`config.mk`:
```
export PLATFORM = sky130hd
export DESIGN_NAME = lab06_issuer
export DESIGN_NICKNAME = d
export VERILOG_FILES = /design/src/rtl/lab06_issuer.sv
export SDC_FILE = /design/constraint.sdc
export NUM_CORES = 1
export LEC_CHECK = 0
export CAP_MARGIN = 20
export CELL_PAD_IN_SITES_DETAIL_PLACEMENT = 1
export CELL_PAD_IN_SITES_GLOBAL_PLACEMENT = 2
export CORE_ASPECT_RATIO = 0.9
export CORE_UTILIZATION = 35
export CTS_BUF_LIST = sky130_fd_sc_hd__clkbuf_8
export CTS_CLUSTER_SIZE = 24
export DETAILED_ROUTE_END_ITERATION = 8
export PLACE_DENSITY = 0.89
export RECOVER_POWER = 50
export SYNTH_ARGS = -nofsm -noshare
export SYNTH_HDL_FRONTEND = slang
export SYNTH_SLANG_ARGS = --single-unit
```
`constraint.sdc`:
```
create_clock -name clk -period 1.9 [get_ports clk]
set_input_delay 0.475 -clock clk [delete_from_list [all_inputs] [get_ports clk]]
set_output_delay 0.475 -clock clk [all_outputs]
set_load 0.02 [all_outputs]
```
`src/rtl/lab06_issuer.sv`:
```
// lab06_issuer: host-side transmitter for the lab06 operand interface.
// Buffers operands in a small FIFO, streams them as one contiguous in_valid
// burst on start (mode on the first beat only), then waits for the consumer's
// out_valid and reports either the captured signed result or a timeout.
module lab06_issuer #(
  parameter int DEPTH   = 8,
  parameter int TIMEOUT = 64
) (
  input  logic                       clk,
  input  logic                       rst_n,
  input  logic                       wr_en,
  input  logic [3:0]                 wr_number,
  input  logic                       start,
  input  logic [1:0]                 start_mode,
  output logic                       busy,
  output logic [$clog2(DEPTH+1)-1:0] count,
  output logic                       in_valid,
  output logic [3:0]                 in_number,
  output logic [1:0]                 mode,
  input  logic                       out_valid,
  input  logic [5:0]                 out_result,
  output logic                       rsp_valid,
  output logic                       rsp_timeout,
  output logic [5:0]                 rsp_result
);

  localparam int CW = $clog2(DEPTH+1);
  localparam int PW = $clog2(DEPTH);
  localparam int TW = $clog2(TIMEOUT+1);
  localparam logic [CW-1:0] DEPTH_C = CW'(DEPTH);
  localparam logic [TW-1:0] T_LAST  = TW'(TIMEOUT-1);

  localparam logic [1:0] S_IDLE = 2'd0;
  localparam logic [1:0] S_SEND = 2'd1;
  localparam logic [1:0] S_WAIT = 2'd2;

  logic [3:0]    mem_q [DEPTH];
  logic [PW-1:0] wr_ptr_q, wr_ptr_d, rd_ptr_q, rd_ptr_d;
  logic [CW-1:0] count_q, count_d;
  logic [1:0]    state_q, state_d;
  logic [TW-1:0] tcnt_q, tcnt_d;
  logic          busy_q, busy_d;
  logic          in_valid_q, in_valid_d;
  logic [3:0]    in_number_q, in_number_d;
  logic [1:0]    mode_q, mode_d;
  logic          rsp_valid_q, rsp_valid_d;
  logic          rsp_timeout_q, rsp_timeout_d;
  logic [5:0]    rsp_result_q, rsp_result_d;

  logic          wr_ok;
  logic          pop;
  logic [3:0]    head;

  // Writes only land while idle and not full; an empty FIFO forwards the
  // same-cycle write so write+start yields a burst carrying that value.
  assign wr_ok = (state_q == S_IDLE) && wr_en && (count_q < DEPTH_C);
  assign head  = (count_q == '0) ? wr_number : mem_q[rd_ptr_q];

  // Operand storage; the written slot is also the one popped in the bypass case.
  always_ff @(posedge clk) begin
    if (wr_ok) mem_q[wr_ptr_q] <= wr_number;
  end

  // Next-state logic for the issuer FSM, FIFO bookkeeping and output registers.
  always_comb begin
    state_d       = state_q;
    busy_d        = busy_q;
    tcnt_d        = tcnt_q;
    in_valid_d    = 1'b0;
    in_number_d   = 4'd0;
    mode_d        = 2'd0;
    rsp_valid_d   = 1'b0;
    rsp_timeout_d = 1'b0;
    rsp_result_d  = rsp_result_q;
    pop           = 1'b0;

    case (state_q)
      S_IDLE: begin
        if (start && ((count_q != '0) || wr_ok)) begin
          state_d     = S_SEND;
          busy_d      = 1'b1;
          pop         = 1'b1;
          in_valid_d  = 1'b1;
          in_number_d = head;
          mode_d      = start_mode;
        end
      end
      S_SEND: begin
        if (count_q != '0) begin
          pop         = 1'b1;
          in_valid_d  = 1'b1;
          in_number_d = head;
        end else begin
          state_d = S_WAIT;
          tcnt_d  = '0;
        end
      end
      S_WAIT: begin
        // A result arriving on the final allowed cycle still beats the timeout.
        if (out_valid) begin
          rsp_result_d = out_result;
          rsp_valid_d  = 1'b1;
          state_d      = S_IDLE;
          busy_d       = 1'b0;
          tcnt_d       = '0;
        end else if (tcnt_q == T_LAST) begin
          rsp_timeout_d = 1'b1;
          state_d       = S_IDLE;
          busy_d        = 1'b0;
          tcnt_d        = '0;
        end else begin
          tcnt_d = tcnt_q + TW'(1);
        end
      end
      default: begin
        state_d = S_IDLE;
        busy_d  = 1'b0;
      end
    endcase

    wr_ptr_d = wr_ptr_q;
    rd_ptr_d = rd_ptr_q;
    count_d  = count_q;
    if (wr_ok) begin
      wr_ptr_d = wr_ptr_q + PW'(1);
      count_d  = count_d + CW'(1);
    end
    if (pop) begin
      rd_ptr_d = rd_ptr_q + PW'(1);
      count_d  = count_d - CW'(1);
    end
  end

  // State and output registers with synchronous active-low reset.
  always_ff @(posedge clk) begin
    if (!rst_n) begin
      state_q       <= S_IDLE;
      wr_ptr_q      <= '0;
      rd_ptr_q      <= '0;
      count_q       <= '0;
      tcnt_q        <= '0;
      busy_q        <= 1'b0;
      in_valid_q    <= 1'b0;
      in_number_q   <= 4'd0;
      mode_q        <= 2'd0;
      rsp_valid_q   <= 1'b0;
      rsp_timeout_q <= 1'b0;
      rsp_result_q  <= 6'd0;
    end else begin
      state_q       <= state_d;
      wr_ptr_q      <= wr_ptr_d;
      rd_ptr_q      <= rd_ptr_d;
      count_q       <= count_d;
      tcnt_q        <= tcnt_d;
      busy_q        <= busy_d;
      in_valid_q    <= in_valid_d;
      in_number_q   <= in_number_d;
      mode_q        <= mode_d;
      rsp_valid_q   <= rsp_valid_d;
      rsp_timeout_q <= rsp_timeout_d;
      rsp_result_q  <= rsp_result_d;
    end
  end

  assign busy        = busy_q;
  assign count       = count_q;
  assign in_valid    = in_valid_q;
  assign in_number   = in_number_q;
  assign mode        = mode_q;
  assign rsp_valid   = rsp_valid_q;
  assign rsp_timeout = rsp_timeout_q;
  assign rsp_result  = rsp_result_q;

endmodule

```
==> results.md <==
- Unrepaired setup endpoints after global routing: yes
- Prevailing post-synth register cell: dfxtp_1
- Leak: around 1.5 nW
- Met3 Wirelength: ~150 um
- Initial antenna violation count: 0
- Final Non-Filler Cells: between 400 and 500
- Final setup vio count: 0
- GRT Overall Usage: between 15 and 20%
- Clock buffer count from CTS: 9
- Sequential Power Share: a little under two fifths
- DR vias: 2182
- Worst-path clk slew: roughly 70 ps
- CTS tree: built
- Routed WL: around 7400 um
- Die height: roughly 90 um
- Crit path capture type: flop
- Post-synth cell types: between 40 and 50
- Startpoint types: flop
- Power Density: about 1300 nW/um2
- Data required, critical path: around 2100 ps
- Post-DP HPWL: 5453 um
- Hold WC Path Type: reg -> reg
- Largest family of logic cells by synthesized area: simple AND/OR/NAND/NOR gates
- Sw frac: about a third
- Final core utilization: about half
- Area of the core: 8223 um2
- Psw: approximately 0.0017 W
- H-tree level count: 3
- Clock power share: between 20 and 30%
- Max VDD drop: about 0.00046 V
- Pwr Total: 0.005220 W
- Worst Path Arrival: about 2100 ps
- Metal2 WL: approximately 3600 um
- DR pass1 iterations: 4
- Post-synthesis simple-gate area fraction: 17.40%
- Register area share after synthesis: a little under three fifths
- DR iter-0 viols: between 80 and 90
- Port bufs: 36
- Layout cell share with drive strength beyond 1: a little under a fifth
- Initial Util: between 30% and 40%
- Post-layout min period: ~1800 ps
- GPL Wtd Cong: approximately 0.75
- Largest net degree at the start of global routing: 14
- Syn Area/Cell: 11.66 um2
- Top Metal Used: met4
- Die area: 9006 um2
- # Max-Cap Violations: 0
- Remaining global-route overflow: 0
- Max clock buf depth: 2
- Post-synthesis cell area: 3020 um2
- Dpl cells: between 400 and 500
- Vias in the first global route: ~2.3k
- Internal power: around 0.0036 W
- Fmax: about 540 MHz
- Crit Path Max Fanout: 6
- Reg2Reg Setup Slack: 50 ps
- Period utilization: around 100%
- Antenna Cells: 0
- Yosys warns: 0
- Nets: between 300 and 400
- Worst Clk Skew: 7.712 ps
- Mux share of post-synthesis cell area: about 7.7%
- Syn Nets: about 280
- Vias per inst: just under 5
- CTS sink count: 70
- First-pass GRT wire length: around 12000 um
- Fin. max-slew vios: 0
- Area Growth Syn to Fin: 31.48%
- Metal1 wirelength: ~3400 um
- EDFF count, synth: 32
- Hold_buf cts: 0
- Post-Syn Instances: roughly 260
- Drt wl/cell: around 16 um
- # rows: 31
- Worst-margin pin slew: approximately 400 ps
- Worst skew pair latency: approximately 350 ps
- Most frequent cells in the layout: dfxtp_1 (36), edfxtp_1 (32), nand2_1 (29)
- DRC violations left: 0
- Compound-Gate Fraction of Synth Area: 10.23%
- Fin. Hold Viols: 0
- WS Path Type: reg -> reg
- Combinational share of power: between 30% and 40%
- Root Buffer: clkbuf_8
- Io pins: 37
- Register bit total from synthesis: 70
- Fraction of registers with async set/reset: 0%
- Slew margin rel.: approximately three quarters
- Outcome: complete, no violations
- Most common cell after layout, fill and taps aside: dfxtp_1
- Die Wd: 99.92 um
- Synth Area in Adders: around 2.5%
- Final ANT Viol Nets: 0
- Post-Synth XOR/XNOR Area: 2.237%
==> power groups by stage <==
stage	sequential [W]	combinational, W	clock (W)
3_3_place_gp	0.00198	0.00172	0
3_5_place_dp	0.00200	0.00178	0
6_report	0.00195	0.00182	0.00145
5_1_grt	0.00198	0.00201	0.00154
4_1_cts	0.00196	0.00185	0.00147
2_1_floorplan	0.00203	0.00103	0
==> routing by layer <==
layer  up-vias  track usage, %
met5         -               0
met4         0           8.946
met3        17           3.655
met2        30           28.74
met1      1068           23.54
li1       1067               -
==> Yosys cell counts (all sizes together), types with 3 or more instances <==
master  number  area [um2]
a21boi      13       97.59
a21oi       14       85.09
and2         9       56.30
and3         3       18.77
buf          6       45.04
clkbuf       6       22.52
dfxtp       38       760.7
edfxtp      32       960.9
ha           6       75.07
inv          6       22.52
mux2i       16       160.2
nand2       29       108.9
nand2b       5       31.28
nand3       11       55.05
nand4        3       18.77
nor2        10       37.54
nor2b        7       43.79
o21a         3       22.52
o21ai        6       33.78
xnor2        3       26.28
==> cell type report <==
cell class | instances | area [um2]
clock inverters | 7 | 115.1
repair buffers | 71 | 601.8
clock buffers | 9 | 123.9
well taps | 115 | 143.9
flip-flops and latches | 70 | 1727
inverters | 6 | 22.52
multi-input cells | 171 | 1237
fillers | 904 | 4252
==> stage by stage <==
stage	hold slack [ps]	instance area [um2]	setup TNS [ps]	setup slack [ps]
finish	467.7	3971	0	51.46
global route	490.8	3971	-334.5	-75.16
CTS	474.5	3986	0	0.5813
detailed placement	464.2	3725	-17980	-499.6
global placement	452.5	3725	-12700	-347.5
floorplan	438.4	3035	-8.243	-8.243
==> kinds of logic after synthesis <==
group,count (synthesis)
adders and majority gates,6
xor gates and xnor gates,6
AOI/OAI and AO/OA,44
buffers and inverters,18
muxes,20
and+or+nand+nor,95
DFF,70
==> critical path: stages, from the launching register on <==
cell and delay (ps):
dfxtp_2 390, inv_1 90, ha_4 250, or4b_4 480
a21oi_2 150, o21ai_2 70, mux2_4 310
==> state kept, by name, indices dropped and copies added (netlist names), named ones only <==
register / cells
tcnt_q: 7
rsp_result: 6
mem_q: 32
rsp_timeout: 1
rsp_valid: 1
rd_ptr_q: 3
count: 4
wr_ptr_q: 3
in_valid: 1
busy: 1
mode: 2
state_q: 2
in_number: 4
==> what timing repair did <==
action / CTS / global route
pin swaps: 1 / 1
buffers inserted: 2 / 0
endpoints found under the setup margin: 15 / 6
cloned: 0 / 0
gates resized for setup: 5 / 2
==> final timing paths <==
| path | from | endpoint | cells after the start |
|---|---|---|---|
| setup / recovery | count[1] | count[3] | 6 |
| hold / removal | rsp_result[3] | rsp_result[3] | 2 |
| setup reg to reg | count[1] | count[3] | 6 |
| hold reg to reg | rsp_result[3] | rsp_result[3] | 2 |
Power figures use the tool's default switching activity.
